--- src/rtl/mac8_fu.sv ---
// MAC8 execute-stage functional unit: signed int8 dot product across byte lanes,
// with an internal accumulator, two-cycle pipeline and tagged writeback.
module mac8_fu #(
  parameter int unsigned XLEN          = 32,
  parameter int unsigned TRANS_ID_BITS = 3
) (
  input  logic                     clk_i,
  input  logic                     rst_ni,
  input  logic                     flush_i,
  input  logic                     mac8_FU_valid_i,
  output logic                     mac8_FU_ready_o,
  input  logic [1:0]               op_i,
  input  logic [XLEN-1:0]          operand_a_i,
  input  logic [XLEN-1:0]          operand_b_i,
  input  logic [TRANS_ID_BITS-1:0] trans_id_i,
  output logic                     result_valid_o,
  output logic [XLEN-1:0]          result_o,
  output logic [TRANS_ID_BITS-1:0] result_trans_id_o
);

  localparam int unsigned L = XLEN / 8;

  typedef enum logic [1:0] {
    OP_DOT8   = 2'd0,
    OP_MAC8   = 2'd1,
    OP_CLRACC = 2'd2,
    OP_RDACC  = 2'd3
  } op_e;

  logic                     issue;
  logic signed [15:0]       lane_prod [L];

  logic                     s1_valid;
  op_e                      s1_op;
  logic [TRANS_ID_BITS-1:0] s1_id;
  logic signed [15:0]       s1_prod [L];

  logic [XLEN-1:0]          prod_sum;

  logic                     s2_valid;
  op_e                      s2_op;
  logic [TRANS_ID_BITS-1:0] s2_id;
  logic [XLEN-1:0]          s2_dot;

  logic [XLEN-1:0]          acc_q;
  logic [XLEN-1:0]          acc_nxt;
  logic [XLEN-1:0]          res_nxt;
  logic [XLEN-1:0]          mac_sum;

  // Never back-pressures; only unavailable while held in reset.
  assign mac8_FU_ready_o = rst_ni;
  assign issue           = mac8_FU_valid_i & mac8_FU_ready_o;

  always_comb begin
    for (int k = 0; k < L; k++) begin
      lane_prod[k] = $signed(operand_a_i[8*k +: 8]) * $signed(operand_b_i[8*k +: 8]);
    end
  end

  always_ff @(posedge clk_i or negedge rst_ni) begin
    if (!rst_ni) begin
      s1_valid <= 1'b0;
      s1_op    <= OP_DOT8;
      s1_id    <= '0;
      for (int k = 0; k < L; k++) s1_prod[k] <= '0;
    end else begin
      s1_valid <= issue & ~flush_i;
      if (issue) begin
        s1_op <= op_e'(op_i);
        s1_id <= trans_id_i;
        for (int k = 0; k < L; k++) s1_prod[k] <= lane_prod[k];
      end
    end
  end

  // Lane sum cannot exceed L*16384 in magnitude, so sign-extending each product is exact.
  always_comb begin
    prod_sum = '0;
    for (int k = 0; k < L; k++) begin
      prod_sum = prod_sum + {{(XLEN-16){s1_prod[k][15]}}, s1_prod[k]};
    end
  end

  always_ff @(posedge clk_i or negedge rst_ni) begin
    if (!rst_ni) begin
      s2_valid <= 1'b0;
      s2_op    <= OP_DOT8;
      s2_id    <= '0;
      s2_dot   <= '0;
    end else begin
      s2_valid <= s1_valid & ~flush_i;
      if (s1_valid) begin
        s2_op  <= s1_op;
        s2_id  <= s1_id;
        s2_dot <= prod_sum;
      end
    end
  end

  always_comb begin
    mac_sum = acc_q + s2_dot;
    res_nxt = acc_q;
    acc_nxt = acc_q;
    unique case (s2_op)
      OP_DOT8:   res_nxt = s2_dot;
      OP_MAC8: begin
        res_nxt = mac_sum;
        acc_nxt = mac_sum;
      end
      OP_CLRACC: acc_nxt = '0;
      OP_RDACC:  res_nxt = acc_q;
      default:   res_nxt = acc_q;
    endcase
  end

  // Accumulator is touched only here, so consecutive MAC8 ops chain without hazards.
  always_ff @(posedge clk_i or negedge rst_ni) begin
    if (!rst_ni) begin
      result_valid_o    <= 1'b0;
      result_o          <= '0;
      result_trans_id_o <= '0;
      acc_q             <= '0;
    end else begin
      result_valid_o <= s2_valid & ~flush_i;
      if (s2_valid && !flush_i) begin
        result_o          <= res_nxt;
        result_trans_id_o <= s2_id;
        acc_q             <= acc_nxt;
      end
    end
  end

endmodule

--- config.mk ---
export PLATFORM = sky130hd
export DESIGN_NAME = mac8_fu
export DESIGN_NICKNAME = d
export VERILOG_FILES = /design/src/rtl/mac8_fu.sv
export SDC_FILE = /design/constraint.sdc
export NUM_CORES = 1
export LEC_CHECK = 0
export CAP_MARGIN = 20
export CORE_ASPECT_RATIO = 0.9
export CORE_MARGIN = 8
export CORE_UTILIZATION = 55
export CTS_CLUSTER_SIZE = 12
export DETAILED_ROUTE_END_ITERATION = 6
export PLACE_DENSITY_LB_ADDON = 0.25
export SETUP_SLACK_MARGIN = 0.15
export SLEW_MARGIN = 30
export SYNTH_ARGS = -nofsm -noshare
export SYNTH_HDL_FRONTEND = slang
export SYNTH_SLANG_ARGS = --single-unit
export TNS_END_PERCENT = 1
--- constraint.sdc ---
create_clock -name clk_i -period 7.7 [get_ports clk_i]
set_clock_uncertainty 0.1 [all_clocks]
set_input_delay 0.77 -clock clk_i [delete_from_list [all_inputs] [get_ports clk_i]]
set_output_delay 0.77 -clock clk_i [all_outputs]
set_load 0.01 [all_outputs]
== Yosys cells after proc, flatten, opt, wreduce, memory -nomap -nowiden ==
Cells that the tools add are included.

* Bits in registers: 176
* Input bits: 73
* Logic and storage cells: 37

* $add $sub $neg: 4
* $mul: 4
* Equality and inequality tests: 2
* Mux-type cells: 2
* Bitwise operators: 5
* Reduce and logical (&&, ||, !) cells: 5

{| class="wikitable"
|+ Operators with widths
! cell !! count
|-
| 32-bit case mux with 2 select lines || 2
|-
| 8-bit by 8-bit multiplier with 16-bit output || 4
|-
| 32-bit adder || 1
|-
| 18-bit by 16-bit adder with 19-bit output || 1
|-
| 17-bit by 16-bit adder with 18-bit output || 1
|-
| 16-bit by 16-bit adder with 17-bit output || 1
|-
| 1-bit AND || 4
|-
| 2-bit by 1-bit equality test with 1-bit output, second input constant || 1
|-
| 2-bit equality test, second input constant || 1
|-
| 2-bit zero test || 1
|-
| 2-bit AND reduction || 1
|-
| 2-bit nonzero test || 1
|-
| 1-bit logical AND || 1
|-
| 1-bit zero test || 1
|-
| 1-bit NOT || 1
|}

== Logic depth before layout (Yosys ltp) ==
Gate-level depths: netlist of the first run.

* Word-level depth: 3
* Mapped depth: 19

== Worst setup path before layout of the first run ==
No wires, ideal clock.

* Path type: input to register
* From: in operand_b_i[20]
* To: reg s1_prod[30] in the netlist's numbering
* Setup time: 0.095 ns
* Data arrival time: 4.634 ns
* Setup slack: 2.871 ns
* Cell stages on the path: 18
* Cells stage by stage: and2_1 -> fa_1 -> inv_1 -> fa_1 -> inv_1 -> fa_1 -> inv_1 -> fa_1 -> inv_1 -> ha_1 -> o21ai_0 -> a21oi_1 -> o21ai_0 -> a21boi_0 -> o21ai_0 -> a211oi_1 -> nor3_1 -> o31ai_1

* Cells in the longest elaborated chain, start to end: 1

{| class="wikitable"
|+ RTL lines
! element !! RTL line !! text
|-
| start, declared || 14 || <nowiki>input logic [XLEN-1:0] operand_b_i,</nowiki>
|-
| 8-bit by 8-bit multiplier with 16-bit output || 56 || <nowiki>lane_prod[k] = $signed(operand_a_i[8*k +: 8]) * $signed(operand_b_i[8*k +: 8]);</nowiki>
|-
| end, declared || 36 || <nowiki>logic signed [15:0] s1_prod [L];</nowiki>
|}

Every way passes these cells.
A chain may end at the register's enable or synchronous reset.

== Final worst setup path of the first run ==
* From: in operand_b_i[10]
* To: reg s1_prod[46] in the netlist's numbering

Same word-level chain as after synthesis.

==> results.json, run 1 <==
{
  "fin_setup_tns_ns": 0,
  "die_w_um": 212.1,
  "cp.arrival_ns": 5.50,
  "power_switching_mw": 4.222,
  "viasPerCell": 5.367,
  "cts_hold_buf": 0,
  "power.total_mw": 8.888,
  "cts_num_sinks": 163,
  "regToRegEndpoint": "s2_dot[16]$_DFFE_PN0P_",
  "design_area_um2": 21140,
  "grt_pass1_vias": 14540,
  "startpoint_type": "input port",
  "grt_pass1_wl_mm": 70.10,
  "area_growth_pct": 11.04,
  "cap_viol_max_count": 0,
  "ys_seq_elements": 163,
  "clkPwrFrac_pct": 8.8,
  "worstMarginPinSlew_ns": 0.8854,
  "dieArea_um2": 40830,
  "power.density_nw_per_um2": 420.5,
  "place.gp.congestion": 0.8970,
  "diodes": 0,
  "cts_root_buf": "clkbuf_16",
  "syn_nets": 2495,
  "hp-class": "in -> async",
  "insertion_delay_ns": 0.43,
  "final_core_util_pct": 62.11,
  "fp.dieH_um": 192.5,
  "fmax_mhz": 187.7,
  "ys.flop_type": "dfrtp_1",
  "period_minus_slack_ns": 5.329,
  "power.leakage_nw": 10.22,
  "slew_viol_final": 0,
  "sw_frac_of_total_pct": 47.50,
  "ir_worst_vdd_v": 0.0003576,
  "drive_above_1_share_pct": 4.931,
  "postPlaceCellArea_um2": 20590,
  "grt_antenna_before_repair": 0,
  "fp-row-count": 64,
  "worstPathRequired_ns": 7.87,
  "endpoint_kind": "register",
  "cts_made_buffers": 17,
  "post_drt_wl_per_cell_um": 15.83,
  "drc": 0,
  "drt-total-wl_mm": 40.70,
  "whs_ns": 0.3402,
  "path_max_fanout": 8,
  "syn_avg_cell_area_um2": 9.518,
  "post_cts_buffers": 0,
  "portBuffers": 109,
  "synth_warnings": 0,
  "coreArea_um2": 34030,
  "final_common_cell": "inv_1",
  "syn_area_um2": 19040,
  "path_clk_slew_ns": 0.06,
  "synth_cells": 2000,
  "status": "completed",
  "rsz0062_at_grt": "false",
  "ys_seq_area_share_pct": 21.43,
  "worstRegToRegCells": 12,
  "r2r_slack_ns": 3.66,
  "antenna_left": 0,
  "start_util_pct": 55.93,
  "max-slew-margin-rel_pct": 40.97,
  "io_pins": 110,
  "layout_worst_path_cycle_share_pct": 69.21,
  "power.internal_mw": 4.666,
  "grt_max_degree": 113,
  "sequentialPowerShare_pct": 17.5,
  "path_class": "in -> reg",
  "async_reset_ff_share_pct": 100.0,
  "final_cell_mix": "inv_1 (353), fa_1 (254), nand2_1 (181), and2_1 (170), ha_1 (168)",
  "dr.pass1.iters": 5,
  "grt_overflow": 0,
  "nets": 2591,
  "cts_tree": "built",
  "synth_edf_count": 0,
  "finalSetupViolCount": 0,
  "htree_levels": 4,
  "hold_viol": 0,
  "drt_iter0_drc": 810,
  "comb_power_share_pct": 73.7,
  "grt_use_total_pct": 20.87,
  "clk_path_buf_depth": 2,
  "yosysUniqueCellTypes": 67,
  "dp_hpwl_mm": 33.19,
  "vias": 13800,
  "r2r_start": "s1_prod[2]$_DFFE_PN0P_",
  "ctsResizeCount": 0
}
## worst max-delay path, stage by stage
cell and delay [ns]:
clkdlybuf4s50_1 0.56, and2_1 0.24, fa_1 0.53, inv_1 0.05, fa_1 0.53, inv_1 0.05, fa_1 0.47, inv_1 0.05
fa_1 0.47, inv_1 0.04, ha_1 0.32, o21ai_0 0.12, a21boi_0 0.27, o21ai_0 0.14, a21oi_1 0.23, o21ai_0 0.15
a211oi_1 0.28, o21a_1 0.16, o31ai_1 0.07
## per-stage QoR
| step | instances | setup slack (ns) |
|---|---|---|
| 3_3_place_gp | 2539 | 2.034 |
| 2_1_floorplan | 2000 | 2.871 |
| 5_1_grt | 2571 | 1.905 |
| 6_report | 2571 | 2.371 |
| 3_5_place_dp | 2539 | 1.939 |
| 4_1_cts | 2571 | 2.369 |
## per-layer routing
layer,GRT usage [%],up-vias,wire length (um)
li1,-,6623,-
met1,29.06,6835,19000
met2,34.87,299,19390
met3,2.452,42,1675
met4,4.567,0,633
met5,0,-,0
## state kept, by name, summed over array words and instances (netlist names)
signal             cells
s1_id                  3
s2_id                  3
result_o              32
s2_op                  2
result_trans_id_o      3
s2_valid               1
result_valid_o         1
s1_op                  2
s2_dot                19
s1_prod               64
acc_q                 32
s1_valid               1
## final cells by class
type | instances | area [um2]
Clock buffer | 24 | 491.7
Clock inverter | 8 | 52.55
Fill cell | 2918 | 12890
Inverter | 353 | 1325
Multi-Input combinational cell | 1445 | 13460
Sequential cell | 163 | 4080
Tap cell | 462 | 578.1
Timing Repair Buffer | 116 | 1151
## power by group through the flow
| stage | Sequential [mW] | Combinational [mW] | Clock, mW |
|---|---|---|---|
| floorplan | 1.49 | 5.03 | 0 |
| global placement | 1.56 | 6.27 | 0 |
| detailed placement | 1.57 | 6.48 | 0 |
| CTS | 1.56 | 6.56 | 0.798 |
| global route | 1.61 | 7.44 | 0.835 |
| finish | 1.56 | 6.55 | 0.781 |
## synth_stat cells (all sizes together), types with 8 or more instances
library cell  number  area share (%)
and2             170             5.6
nor3              22            0.60
mux2              42             2.5
nor2              80             1.6
nand2            182             3.6
nor2b             43             1.4
xor2              37             1.7
a211oi             9            0.38
a21o              26             1.0
o21ai             91             2.5
fa               254              27
dfrtp            163              21
nand2b            19            0.62
clkbuf            35            0.80
a22oi             16            0.63
a31oi             20            0.66
xnor2             57             2.6
a21boi             8            0.32
a22o              14            0.64
a21oi             54             1.4
ha               168              11
nand3             16            0.42
and3              12            0.40
inv              353             7.0
o22ai             15            0.49
o21a              14            0.55
o31ai             16            0.63
## how the worst max path moves through the flow
stage,endpoint,slack (ns),startpoint,cells past startpoint
6_report,s1_prod[46]$_DFFE_PN0P_,2.37,operand_b_i[10],19
5_1_grt,s1_prod[30]$_DFFE_PN0P_,1.90,operand_b_i[20],19
3_5_place_dp,s1_prod[46]$_DFFE_PN0P_,1.94,operand_b_i[10],19
3_3_place_gp,s1_prod[30]$_DFFE_PN0P_,2.03,operand_b_i[23],18
4_1_cts,s1_prod[46]$_DFFE_PN0P_,2.37,operand_b_i[10],19
2_1_floorplan,s1_prod[30]$_DFFE_PN0P_,2.87,operand_b_i[20],18
## kinds of logic (layout without fill, tap and decap cells)
kind of cell | after synthesis | count (layout) | synth area share [%]
xor gates and xnor gates | 94 | 94 | 4.325
adders and majority gates | 422 | 422 | 37.75
buffers and inverters | 392 | 501 | 7.920
and+or+nand+nor | 564 | 564 | 14.95
AOI/OAI and AO/OA | 322 | 322 | 11.09
DFF | 163 | 163 | 21.43
muxes | 43 | 43 | 2.537
Note: power is estimated with default switching activity, not from simulation.
==> run 2, diff against run 1 <==
clock period = 4.75 ns   (was 7.7 ns; I/O delays follow)
==> results.json, run 2 (synthesized netlist as in run 1, its figures left out) <==
{
  "area_growth_pct": 22.36,
  "power.density_nw_per_um2": 689.3,
  "finalSetupViolCount": 0,
  "fp.dieH_um": 192.5,
  "grt_use_total_pct": 22.40,
  "postPlaceCellArea_um2": 22030,
  "insertion_delay_ns": 0.43,
  "hp-class": "in -> async",
  "cp.arrival_ns": 4.75,
  "reg_top3": "s1_prod: 64 flops, acc_q: 32 flops, result_o: 32 flops",
  "dp_hpwl_mm": 35.66,
  "final_cell_mix": "inv_1 (351), fa_1 (247), buf_4 (192), nand2_1 (179), dfrtp_1 (163)",
  "design_area_um2": 23290,
  "cap_viol_max_count": 0,
  "use_met3_pct": 2.435,
  "grt_pass1_vias": 15800,
  "grt_max_degree": 102,
  "diodes": 0,
  "largest_reg_flops": 64,
  "viasPerCell": 5.324,
  "drive_above_1_share_pct": 17.08,
  "endpoint_kind": "register",
  "path_max_fanout": 7,
  "slew_viol_final": 0,
  "path_clk_slew_ns": 0.06,
  "cts_made_buffers": 17,
  "worstMarginPinSlew_ns": 0.8273,
  "final_core_util_pct": 68.44,
  "place.gp.congestion": 0.8874,
  "rsz0062_at_grt": "true",
  "startpoint_type": "input port",
  "ir_worst_vdd_v": 0.0004976,
  "cp-endpoint": "s1_prod[47]$_DFFE_PN0P_",
  "power.leakage_nw": 11.73,
  "period_minus_slack_ns": 4.565,
  "hold_viol": 0,
  "regToRegEndpoint": "s2_dot[17]$_DFFE_PN0P_",
  "path_class": "in -> reg",
  "fin_setup_tns_ns": 0,
  "clk_path_buf_depth": 2,
  "grt-busiest-layer": "met2",
  "htree_levels": 4,
  "final_common_cell": "inv_1",
  "fmax_mhz": 219.0,
  "post_drt_wl_per_cell_um": 15.97,
  "startpoint": "operand_a_i[15]",
  "cts_num_sinks": 163,
  "antenna_left": 0,
  "worstPathRequired_ns": 4.94,
  "cts_tree": "built",
  "r2r_slack_ns": 0.68,
  "drt-total-wl_mm": 44.29,
  "worstRegToRegCells": 14,
  "grt_use_met1_pct": 30.29,
  "grt_antenna_before_repair": 0,
  "grt_pass1_wl_mm": 75.49,
  "grtUsageMet2_pct": 38.47,
  "coreArea_um2": 34030,
  "cts_root_buf": "clkbuf_16",
  "top_register": "s1_prod",
  "layout_worst_path_cycle_share_pct": 96.11,
  "drc": 0,
  "portBuffers": 109,
  "vias": 14770,
  "die_w_um": 212.1,
  "fill_cells": 2610,
  "grt_overflow": 0,
  "nets": 2795,
  "drt_iter0_drc": 831,
  "fp-row-count": 64,
  "start_util_pct": 55.93,
  "dieArea_um2": 40830,
  "r2r_start": "s1_prod[1]$_DFFE_PN0P_",
  "status": "completed",
  "max-slew-margin-rel_pct": 44.84,
  "io_pins": 110,
  "dr.pass1.iters": 5
}
run 2: area by class of cell:
cell class	count	area [um2]	area share [%]
clock inverter	9	127.6	0.5479
inverter	353	1325	5.689
tap	462	578.1	2.482
clock buffer	22	484.2	2.079
sequential	163	4079	17.51
multi-input combinational	1445	13890	59.64
timing repair buffer	320	2808	12.05
run 2: how the worst min path moves through the flow:
stage,slack [ns],end,cells after the start,startpoint
finish,0.37,result_o[0]$_DFFE_PN0P_,2,rst_ni
global route,0.39,result_o[0]$_DFFE_PN0P_,2,rst_ni
CTS,0.35,result_o[0]$_DFFE_PN0P_,2,rst_ni
detailed placement,0.24,result_o[0]$_DFFE_PN0P_,1,rst_ni
global placement,0.24,result_o[0]$_DFFE_PN0P_,1,rst_ni
floorplan,0.08,acc_q[0]$_DFFE_PN0P_,0,rst_ni
run 2: where the power goes:
part           switching, mW  internal [mW]
sequential             0.547           1.98
clock                  0.553          0.877
combinational           6.32           5.79
total                   7.42           8.64
run 2: per-layer routing:
metal,vias to the layer above,share of wire [%]
met5,-,0
met4,0,1.5
met3,53,4.3
met2,362,49
met1,7335,45
li1,7018,-
run 2: timing repair:
action	in CTS	in global routing
setup buffers	4	6
hold buffers	1	0
gates cloned	0	0
setup endpoints to repair	15	19
pin swaps	17	45
resized for setup	60	124
hold endpoints to repair	17	0
run 2: stage by stage:
step / power (mW) / instances / hold slack [ns] / setup WS (ns)
after floorplan: 10.57 / 2000 / 0.07941 / 0.2156
after global placement: 13.46 / 2732 / 0.2397 / -0.5505
after detailed placement: 13.87 / 2732 / 0.2409 / -0.6588
after CTS: 15.60 / 2768 / 0.3528 / 0.05562
after global routing: 17.73 / 2774 / 0.3869 / 0.01344
final: 16.06 / 2774 / 0.3685 / 0.1847
run 2: critical path: stages:
cell             delay [ns]
clkdlybuf4s50_1        0.48
buf_4                  0.15
nand2_1                0.15
fa_1                   0.52
inv_1                  0.06
fa_1                   0.49
fa_1                   0.49
inv_1                  0.05
fa_1                   0.47
inv_1                  0.04
ha_1                   0.18
or2_2                  0.31
o22ai_2                0.16
o21ai_2                0.11
o41ai_2                0.36
xnor2_1                0.18
o21ai_1                0.08
